## src/rtl/quant_post.sv

```systemverilog
// Dequantizer: rebuilds an fp32 value from a 32-bit unsigned fixed-point activation
// aligned to Emax, using a multi-cycle leading-one normalizer behind valid/ready handshakes.
module quant_post #(
  parameter int STEP = 4  // bits skipped per NORM cycle when the top STEP bits are zero; 2, 4 or 8
) (
  input  logic        clk,
  input  logic        reset,
  input  logic        i_valid,
  output logic        o_ready,
  input  logic [31:0] i_max,
  input  logic        i_sign,
  input  logic [31:0] i_activation,
  output logic        o_valid,
  input  logic        i_ready,
  output logic [31:0] o_result
);

  typedef enum logic [1:0] {IDLE, NORM, DONE} state_t;

  localparam logic signed [9:0] STEP_S = 10'(STEP);

  state_t             state, state_nxt;
  logic [31:0]        r_data, data_nxt;
  logic signed [9:0]  r_exp, exp_nxt;
  logic               r_sign, sign_nxt;
  logic [31:0]        result_nxt;

  // Only the exponent field of the reference max carries information.
  logic unused_max;
  assign unused_max = ^{i_max[31], i_max[22:0]};

  // NOTE: sequential state uses non-blocking (<=) so every register samples
  // pre-edge values; blocking here would create order-dependent races.
  always_ff @(posedge clk) begin
    if (reset) begin
      state    <= IDLE;
      r_data   <= '0;
      r_exp    <= '0;
      r_sign   <= 1'b0;
      o_result <= '0;
    end else begin
      state    <= state_nxt;
      r_data   <= data_nxt;
      r_exp    <= exp_nxt;
      r_sign   <= sign_nxt;
      o_result <= result_nxt;
    end
  end

  always_comb begin
    // NOTE: every output of this block is defaulted first so no path leaves a
    // variable unassigned, which would otherwise infer a latch.
    state_nxt  = state;
    data_nxt   = r_data;
    exp_nxt    = r_exp;
    sign_nxt   = r_sign;
    result_nxt = o_result;

    case (state)
      IDLE: begin
        if (i_valid) begin
          data_nxt = i_activation;
          sign_nxt = i_sign;
          exp_nxt  = {2'b00, i_max[30:23]};
          if (i_activation == 32'd0) begin
            result_nxt = {i_sign, 31'd0};
            state_nxt  = DONE;
          end else begin
            state_nxt  = NORM;
          end
        end
      end

      NORM: begin
        if (r_data[31]) begin
          state_nxt = DONE;
          if (r_exp <= 10'sd0)
            result_nxt = {r_sign, 31'd0};
          else if (r_exp >= 10'sd255)
            result_nxt = {r_sign, 8'hFE, 23'h7FFFFF};
          else
            result_nxt = {r_sign, r_exp[7:0], r_data[30:8]};
        end else if (r_data[31 -: STEP] == '0) begin
          data_nxt = r_data << STEP;
          exp_nxt  = r_exp - STEP_S;
        end else begin
          data_nxt = r_data << 1;
          exp_nxt  = r_exp - 10'sd1;
        end
      end

      DONE: begin
        if (i_ready) state_nxt = IDLE;
      end

      default: state_nxt = IDLE;
    endcase
  end

  assign o_ready = (state == IDLE);
  assign o_valid = (state == DONE);

endmodule

```

## config.mk

```make
export PLATFORM = sky130hd
export DESIGN_NAME = quant_post
export DESIGN_NICKNAME = d
export VERILOG_FILES = /design/src/rtl/quant_post.sv
export SDC_FILE = /design/constraint.sdc
export NUM_CORES = 1
export LEC_CHECK = 0
export BUFFER_PORTS_ARGS = -buffer_cell sky130_fd_sc_hd__buf_2
export CAP_MARGIN = 30
export CORE_UTILIZATION = 52
export DETAILED_ROUTE_END_ITERATION = 7
export PLACE_DENSITY = 0.9
export SLEW_MARGIN = 20
export SYNTH_ARGS = -nofsm -noshare
export SYNTH_HDL_FRONTEND = slang
export SYNTH_SLANG_ARGS = --single-unit
```

## constraint.sdc

```tcl
create_clock -name clk -period 2.3 [get_ports clk]
set_input_delay 0.345 -clock clk [delete_from_list [all_inputs] [get_ports clk]]
set_output_delay 0.345 -clock clk [all_outputs]
set_load 0.03 [all_outputs]
```

==> impl_metrics.tcl, run 1 <==
set metrics [dict create \
    overflow 0 \
    hold_buf_cts 0 \
    die_x_um 85.0 \
    synth-adder-area-share 0.0175 \
    final.period_utilization 0.863 \
    p_leak_nw 1.67 \
    syn_to_final_growth_pct 20.4 \
    worst_hold_path.num_cells 3 \
    clk_latency_ns 0.36 \
    reg2reg_setup_slack_ns 0.32 \
    initial_core_utilization 0.551 \
    drt_iter0_drc 270 \
    timing.critical_path.required_ns 2.52 \
    core.rowCount 29 \
    ys_async_sr_fraction 0 \
    timing.clock.skew_ns 0.0105 \
    synth_ff_type "sky130_fd_sc_hd__dfxtp_1" \
    netlist-cell-type-count 46 \
    r2r_cells 4 \
    synthesis.nets 500 \
    totalWireLength_um 9790 \
    holdCritStartpoint "i_sign" \
    fp.dieH_um 85.0 \
    hold_path_end "r_sign$_SDFFE_PP0P_" \
    setup_viol 0 \
    tns_ns 0 \
    crit_path_max_fanout 8 \
    cp-end-kind "register" \
    synth_simple_gate_area_share 0.168 \
    htree_num_levels 3 \
    relSlewSlack 0.501 \
    post_synth_xor_area_fraction 0.00245 \
    portBuffers 78 \
    violations_in_the_final_reports "design-rule violations" \
    criticalPathCategory "register to register" \
    syn-mean-instance-area_um2 8.40 \
    placeableCoreArea_um2 6490 \
    clockBufferDepth 2 \
    worst-slew-pin-transition_ns 0.743 \
    drt_first_pass_iters 8 \
    unrepaired_setup_endpoints_after_global_routing "false" \
    place.gp.congestion 0.883 \
    final_cell_mix "sky130_fd_sc_hd__buf_2 (78), sky130_fd_sc_hd__dfxtp_1 (77), sky130_fd_sc_hd__nor2_1 (47), sky130_fd_sc_hd__a22oi_1 (39), sky130_fd_sc_hd__inv_1 (36)" \
    wl_per_cell_um 17.0 \
    grt_max_degree 48 \
    timing_max_transition_violations_final 0 \
    final_hold_viol_count 0 \
    worst_ep_arrival_time_ns 2.21 \
    drt-vias-per-instance 6.25 \
    regToRegStartpoint "r_data[30]$_SDFFE_PP0P_" \
    clock_tree_from_tritoncts "done" \
    mostFrequentLayoutCell "sky130_fd_sc_hd__buf_2" \
    power.ir.vdd_worst_uv 436 \
    yosys_register_bits 77 \
    ctsResizeCount 0 \
    synth-seq-area-share 0.431 \
    postCtsSetupRepairBufs 0 \
    worst_r2r_endpoint "r_data[5]$_SDFFE_PP0P_" \
    root_buffer "sky130_fd_sc_hd__clkbuf_8" \
    layout-drive-gt1-share 0.245 \
    worst_setup_path_start_kind "register" \
    wire_length_of_the_first_global_routing_pass_um 16200 \
    num_io_pins 103 \
    outcome "finished with violations" \
    combinational_family_with_the_most_area_after_synthesis "compound AO/OA/AOI/OAI gates" \
    ant_cells 0 \
    postSynthCellCount 426 \
    design.die.area_um2 7220 \
    clock-sinks 77 \
    track_usage 0.283 \
    fmax_ghz 0.504 \
    drv_cap 0 \
    total_power_w 0.00351 \
    synth-warning-count 0 \
    period_minus_slack_ns 1.98 \
    synthesis.area_um2 3580 \
    edff_count_synth 0 \
    synth.area.mux_share 0.0248 \
    number_of_antenna_violations_at_the_first_check_in_global_routing 0 \
    synth_compound_area_frac 0.276 \
    drt.antenna.violating_nets 0 \
    vias_in_the_first_global_route 3347 \
    cts_made_buffers 9 \
    dp.final_hpwl_um 6710 \
    worst_hold_path_type "primary input to register" \
    clkSlewWorstSetupHoldPaths_ns 0.08 \
    design.final.nets 568 \
    detailroute.via_count 3596 \
    drc 5 \
    pwr_density_cell_nw_per_um2 814 \
]
-- per-layer routing --
metal	global-route usage	vias up	routed length (um)
li1	-	1714	-
met1	0.374	1686	4220
met2	0.460	174	4710
met3	0.0554	22	669
met4	0.109	0	196
met5	0	-	0
-- synthesized netlist by cell type (all sizes together) (2+ instances only) --
master / instances / area, um^2
dfxtp: 77 / 1540
buf: 13 / 70.1
a211oi: 4 / 30.0
o31ai: 4 / 30.0
nor4: 9 / 56.3
clkbuf: 22 / 82.6
a21oi: 34 / 170
mux2: 7 / 78.8
nor3b: 3 / 33.8
ha: 5 / 62.6
nand4: 3 / 18.8
o21ai: 7 / 35.0
inv: 36 / 135
nand2b: 3 / 18.8
nand2: 9 / 33.8
nand3: 4 / 20.0
o21bai: 2 / 15.0
or4: 7 / 52.6
a31oi: 5 / 31.3
a221oi: 11 / 96.3
nor2b: 4 / 25.0
or3: 3 / 18.8
nor2: 48 / 183
a22oi: 39 / 293
nor3: 17 / 96.4
o22ai: 30 / 188
a21o: 2 / 15.0
o211ai: 3 / 22.5
o311ai: 2 / 17.5
and3: 3 / 18.8
-- where the power goes --
group / switching, W / internal [W]
Sequential: 0.000113 / 0.00142
Clock: 0.000510 / 0.000750
Combinational: 0.000424 / 0.000292
Total: 0.00105 / 0.00246
-- logic make-up after synthesis --
| group | Yosys count |
|---|---|
| AOI/OAI and AO/OA | 148 |
| and+or+nand+nor | 116 |
| DFF | 77 |
| buffers and inverters | 71 |
| muxes | 8 |
| adders and majority gates | 5 |
| xor gates and xnor gates | 1 |
-- worst max-delay path by stage --
stage | start | slack [ns] | endpoint | cells past startpoint
global route | state[0]$_SDFFE_PP0P_ | 0.14 | r_data[29]$_SDFFE_PP0P_ | 5
detailed placement | i_activation[19] | 0.28 | o_result[31]$_SDFFE_PP0P_ | 5
finish | r_data[30]$_SDFFE_PP0P_ | 0.32 | r_data[5]$_SDFFE_PP0P_ | 4
CTS | r_data[30]$_SDFFE_PP0P_ | 0.34 | r_data[5]$_SDFFE_PP0P_ | 4
global placement | r_exp[4]$_SDFFE_PP0P_ | 0.19 | o_result[23]$_SDFFE_PP0P_ | 3
floorplan | r_data[31]$_SDFFE_PP0P_ | 0.57 | r_data[4]$_SDFFE_PP0P_ | 5
-- per-stage QoR --
stage / setup WS (ns) / hold WS, ns / util / instances / cell area, um^2
2_1_floorplan: 0.575 / 0.437 / - / 426 / 3580
3_3_place_gp: 0.186 / 0.445 / 0.625 / 560 / 4060
5_1_grt: 0.140 / 0.264 / 0.664 / 575 / 4310
6_report: 0.316 / 0.249 / 0.664 / 575 / 4310
3_5_place_dp: 0.276 / 0.455 / 0.626 / 560 / 4070
4_1_cts: 0.336 / 0.245 / 0.664 / 575 / 4310
-- final cells by class --
type | instances | area [um^2]
fill | 511 | 2180
multi-input combinational | 278 | 1790
timing repair buffer | 92 | 508
clock buffer | 10 | 138
sequential | 77 | 1540
tap | 77 | 96.3
inverter | 36 | 135
clock inverter | 5 | 108
-- worst max-delay path: stages (launching register included) --
cell                       delay (ns)
sky130_fd_sc_hd__dfxtp_1         0.37
sky130_fd_sc_hd__or4_1           0.76
sky130_fd_sc_hd__mux2_2          0.35
sky130_fd_sc_hd__a221oi_1        0.29
sky130_fd_sc_hd__nor3_1          0.09
-- state kept, by name, summed over array words and instances (netlist names) --
signal	cells
r_exp	10
r_sign	1
o_result	32
r_data	32
state	2
No activity file was read; power rests on OpenSTA's default activity.
==> run 2, diff against run 1 <==
--- a/config.mk
+++ b/config.mk
@@ -7,6 +7,7 @@
 export LEC_CHECK = 0
 export BUFFER_PORTS_ARGS = -buffer_cell sky130_fd_sc_hd__buf_2
 export CAP_MARGIN = 30
+export CORE_MARGIN = 4
 export CORE_UTILIZATION = 52
 export DETAILED_ROUTE_END_ITERATION = 7
 export PLACE_DENSITY = 0.9
==> impl_metrics.tcl, run 2 (synthesis gave the netlist of run 1 again) <==
set metrics [dict create \
    fmax_ghz 0.459 \
    cts_made_buffers 9 \
    grt_max_degree 48 \
    crit_path_max_fanout 14 \
    timing.critical_path.cells "nand2b_1 -> nor3_2 -> buf_4 -> a22oi_1 -> a21oi_1" \
    drc 0 \
    dp.final_hpwl_um 7030 \
    worst_hold_path.num_cells 3 \
    period_minus_slack_ns 2.18 \
    clock_tree_from_tritoncts "done" \
    final.period_utilization 0.947 \
    place_worst_setup_slack_ns 0.206 \
    critPathSlowestCell "sky130_fd_sc_hd__nor3_2" \
    design.final.nets 571 \
    timing.hold.ws_ns 0.276 \
    track_usage 0.244 \
    cp-end-kind "register" \
    htree_num_levels 3 \
    critical_path.max_stage_delay_ns 0.76 \
    drt_first_pass_iters 6 \
    drt_iter0_drc 412 \
    worst-slew-pin-transition_ns 0.897 \
    clk_latency_ns 0.35 \
    worst_ep_arrival_time_ns 2.45 \
    wl_per_cell_um 17.8 \
    design.die.area_um2 8280 \
    drv_cap 0 \
    place.gp.congestion 0.901 \
    drt.antenna.violating_nets 0 \
    layout-drive-gt1-share 0.249 \
    clkSlewWorstSetupHoldPaths_ns 0.08 \
    totalWireLength_um 10300 \
    power.ir.vdd_worst_uv 440 \
    r2r_cells 5 \
    unrepaired_setup_endpoints_after_global_routing "false" \
    critical_path_s_top_delay_family "simple AND/OR/NAND/NOR gates" \
    detailroute.via_count 3707 \
    worst-path-stages 5 \
    final_hold_viol_count 0 \
    core.rowCount 29 \
    timing_max_transition_violations_final 0 \
    relSlewSlack 0.399 \
    critical_path_buf_inv_count 1 \
    setup_viol 0 \
    hold_buf_cts 0 \
    clock-sinks 77 \
    wire_length_of_the_first_global_routing_pass_um 16700 \
    placeableCoreArea_um2 6530 \
    outcome "complete, no violations" \
    drt-vias-per-instance 6.40 \
    number_of_antenna_violations_at_the_first_check_in_global_routing 0 \
    vias_in_the_first_global_route 3492 \
    worst_setup_path_start_kind "register" \
    timing.critical_path.required_ns 2.57 \
    postCtsSetupRepairBufs 0 \
    final_cell_mix "sky130_fd_sc_hd__buf_2 (78), sky130_fd_sc_hd__dfxtp_1 (77), sky130_fd_sc_hd__nor2_1 (47), sky130_fd_sc_hd__a22oi_1 (39), sky130_fd_sc_hd__inv_1 (36)" \
    p_leak_nw 1.68 \
    syn_to_final_growth_pct 21.2 \
    fp.dieH_um 91.0 \
    root_buffer "sky130_fd_sc_hd__clkbuf_8" \
    clockBufferDepth 2 \
    criticalPathCategory "register to register" \
    ant_cells 0 \
    initial_core_utilization 0.548 \
    ctsResizeCount 0 \
    timing.clock.skew_ns 0.00933 \
    die_x_um 91.0 \
    worst_setup_margin_ns 0.121 \
    portBuffers 78 \
    layout_top_registers "o_result (32), r_data (32), r_exp (10)" \
    mostFrequentLayoutCell "sky130_fd_sc_hd__buf_2" \
    worst_hold_path_type "primary input to register" \
    num_io_pins 103 \
    overflow 0 \
    pwr_density_cell_nw_per_um2 812 \
    tns_ns 0 \
]
## run 2: cell type report
class,instances,area (um^2)
Sequential cell,77,1540
Fill cell,558,2190
Timing Repair Buffer,95,538
Inverter,36,135
Tap cell,77,96.3
Clock buffer,11,141
Clock inverter,5,108
Multi-Input combinational cell,278,1780
## run 2: worst reg2reg max path, delay by kind of cell (launching register included)
family | cells | cell delay, ns
AO/OA/AOI/OAI | 2 | 0.32
buffers and inverters | 1 | 0.31
flip-flops | 1 | 0.43
AND/OR/NAND/NOR | 2 | 1.05
## run 2: worst paths after layout
path	startpoint	endpoint	slack [ns]
max	state[1]$_SDFFE_PP0P_	r_data[20]$_SDFFE_PP0P_	0.12
min reg2reg	o_result[22]$_SDFFE_PP0P_	o_result[22]$_SDFFE_PP0P_	0.47
min	i_sign	r_sign$_SDFFE_PP0P_	0.28
max reg2reg	state[1]$_SDFFE_PP0P_	r_data[20]$_SDFFE_PP0P_	0.12
## run 2: power breakdown
part | switching [W] | total (W) | leakage [nW] | internal, W
combinational | 0.000433 | 0.000730 | 0.929 | 0.000297
sequential | 0.000114 | 0.00154 | 0.629 | 0.00142
clock | 0.000500 | 0.00126 | 0.124 | 0.000755
total | 0.00105 | 0.00352 | 1.68 | 0.00247
## run 2: metal layers
layer  up-vias  GRT usage  routed length [um]
met3        30     0.0413                 855
met1      1726      0.314                4250
met4         0      0.102                 261
met5         -          0                   0
li1       1719          -                   -
met2       232      0.405                4920
## run 2: stage by stage
stage	power, W	util	cell area [um^2]	instances
floorplan	0.00204	-	3580	426
global placement	0.00223	0.624	4070	562
detailed placement	0.00227	0.626	4090	563
CTS	0.00351	0.664	4340	579
global route	0.00367	0.664	4340	579
finish	0.00352	0.664	4340	579
==> run 3, diff against run 2 <==
--- a/config.mk
+++ b/config.mk
@@ -8,9 +8,9 @@
 export BUFFER_PORTS_ARGS = -buffer_cell sky130_fd_sc_hd__buf_2
 export CAP_MARGIN = 30
 export CORE_MARGIN = 4
-export CORE_UTILIZATION = 52
+export CORE_UTILIZATION = 35
 export DETAILED_ROUTE_END_ITERATION = 7
-export PLACE_DENSITY = 0.9
+export PLACE_DENSITY = 0.68
 export SLEW_MARGIN = 20
 export SYNTH_ARGS = -nofsm -noshare
 export SYNTH_HDL_FRONTEND = slang
==> constraint.sdc (replaced) <==
create_clock -name clk -period 2.1 [get_ports clk]
set_input_delay 0.315 -clock clk [delete_from_list [all_inputs] [get_ports clk]]
set_output_delay 0.315 -clock clk [all_outputs]
set_load 0.03 [all_outputs]
==> impl_metrics.tcl, run 3 (synthesis gave the netlist of run 1 again) <==
set metrics [dict create \
    outcome "complete, no violations" \
    dp.final_hpwl_um 7270 \
    worst-slew-pin-transition_ns 0.513 \
    totalWireLength_um 10200 \
    worst_setup_margin_ns 0.146 \
    syn_to_final_growth_pct 23.1 \
    timing.clock.skew_ns 0.0139 \
    layout-drive-gt1-share 0.257 \
    clock-sinks 77 \
    postCtsSetupRepairBufs 0 \
    number_of_antenna_violations_at_the_first_check_in_global_routing 0 \
    drt_first_pass_iters 5 \
    drv_cap 0 \
    setup_viol 0 \
    power.ir.vdd_worst_uv 367 \
    worst_hold_path_type "primary input to register" \
    fp.dieH_um 109 \
    detailroute.via_count 3542 \
    drc 0 \
    clk_latency_ns 0.35 \
    die_x_um 109 \
    clkSlewWorstSetupHoldPaths_ns 0.08 \
    final_hold_viol_count 0 \
    design.die.area_um2 11900 \
    portBuffers 78 \
    track_usage 0.180 \
    layout_top_registers "o_result (32), r_data (32), r_exp (10)" \
    clock_tree_from_tritoncts "done" \
    initial_core_utilization 0.363 \
    drt-vias-per-instance 5.55 \
    drt_iter0_drc 231 \
    p_leak_nw 1.68 \
    place.gp.congestion 0.816 \
    htree_num_levels 3 \
    worst_ep_arrival_time_ns 2.17 \
    placeableCoreArea_um2 9860 \
    wire_length_of_the_first_global_routing_pass_um 16900 \
    crit_path_max_fanout 8 \
    drt.antenna.violating_nets 0 \
    tns_ns 0 \
    grt_max_degree 48 \
    final.period_utilization 0.931 \
    root_buffer "sky130_fd_sc_hd__clkbuf_8" \
    relSlewSlack 0.658 \
    wl_per_cell_um 16.0 \
    place_worst_setup_slack_ns 0.137 \
    pwr_density_cell_nw_per_um2 836 \
    mostFrequentLayoutCell "sky130_fd_sc_hd__buf_2" \
    final_cell_mix "sky130_fd_sc_hd__buf_2 (78), sky130_fd_sc_hd__dfxtp_1 (76), sky130_fd_sc_hd__nor2_1 (47), sky130_fd_sc_hd__a22oi_1 (39), sky130_fd_sc_hd__inv_1 (36)" \
    num_io_pins 103 \
    cp-end-kind "register" \
    overflow 0 \
    timing.critical_path.required_ns 2.32 \
    core.rowCount 36 \
    timing.hold.ws_ns 0.221 \
    vias_in_the_first_global_route 3405 \
    clockBufferDepth 2 \
    criticalPathCategory "register to register" \
    ant_cells 0 \
    timing_max_transition_violations_final 0 \
    cts_made_buffers 9 \
    worst_setup_path_start_kind "register" \
    period_minus_slack_ns 1.95 \
    design.final.nets 575 \
    fmax_ghz 0.512 \
    unrepaired_setup_endpoints_after_global_routing "false" \
]
[run 3: cell count changes in the layout (fill, tap and decap cells not counted)]
cell                         before  now
sky130_fd_sc_hd__buf_4           15   20
sky130_fd_sc_hd__buf_8            1    0
sky130_fd_sc_hd__bufinv_16        3    2
sky130_fd_sc_hd__clkbuf_1         1    0
sky130_fd_sc_hd__clkbuf_8        10    9
sky130_fd_sc_hd__clkinv_2         0    1
sky130_fd_sc_hd__clkinv_4         2    1
sky130_fd_sc_hd__clkinvlp_4       0    2
sky130_fd_sc_hd__dfxtp_1         77   76
sky130_fd_sc_hd__dfxtp_2          0    1
sky130_fd_sc_hd__nor2_2           1    0
sky130_fd_sc_hd__nor2_4           0    1
sky130_fd_sc_hd__nor3_2           1    0
sky130_fd_sc_hd__nor3_4           1    2
[run 3: worst max-delay path, cell delays in order (launching register included)]
cell and delay [ns]:
sky130_fd_sc_hd__dfxtp_1 0.37, sky130_fd_sc_hd__or4_1 0.75, sky130_fd_sc_hd__mux2_2 0.36, sky130_fd_sc_hd__a221oi_1 0.26
sky130_fd_sc_hd__nor3_1 0.08
[run 3: final timing paths]
kind                      startpoint                     end  slack, ns  cells after the start
min                           i_sign     r_sign$_SDFFE_PP0P_       0.22                      3
min reg2reg      r_sign$_SDFFE_PP0P_     r_sign$_SDFFE_PP0P_       0.47                      2
max reg2reg  r_data[30]$_SDFFE_PP0P_  r_data[8]$_SDFFE_PP0P_       0.15                      4
max          r_data[30]$_SDFFE_PP0P_  r_data[8]$_SDFFE_PP0P_       0.15                      4
[run 3: stage by stage]
step / power [W] / util / std cells / area [um^2]
global placement: 0.00246 / 0.424 / 623 / 4180
detailed placement: 0.00248 / 0.424 / 623 / 4180
global route: 0.00388 / 0.447 / 638 / 4410
CTS: 0.00370 / 0.445 / 638 / 4390
floorplan: 0.00223 / - / 426 / 3580
finish: 0.00368 / 0.447 / 638 / 4410
[run 3: what timing repair did]
item,4_1_cts,5_1_grt
hold buffers,0,0
endpoints found under the setup margin,0,16
gates resized for setup,0,3
[run 3: power by group]
group / switching (W) / internal [W] / leakage, nW
sequential: 0.000123 / 0.00156 / 0.629
combinational: 0.000458 / 0.000332 / 0.945
clock: 0.000551 / 0.000662 / 0.101
total: 0.00113 / 0.00255 / 1.68
[run 3: layer usage]
metal / up-vias / track usage / share of wire
met4: 0 / 0.0613 / 0.021
met2: 150 / 0.294 / 0.48
met5: - / 0 / 0
li1: 1724 / - / -
met3: 25 / 0.0391 / 0.067
met1: 1643 / 0.235 / 0.43
[run 3: cell type report]
class,instances,area (um^2)
flip-flops and latches,77,1540
repair buffers,99,561
well taps,133,166
clock inverters,6,88.8
multi-input cells,278,1790
clock buffers,9,124
inverters,36,135
fillers,992,5460
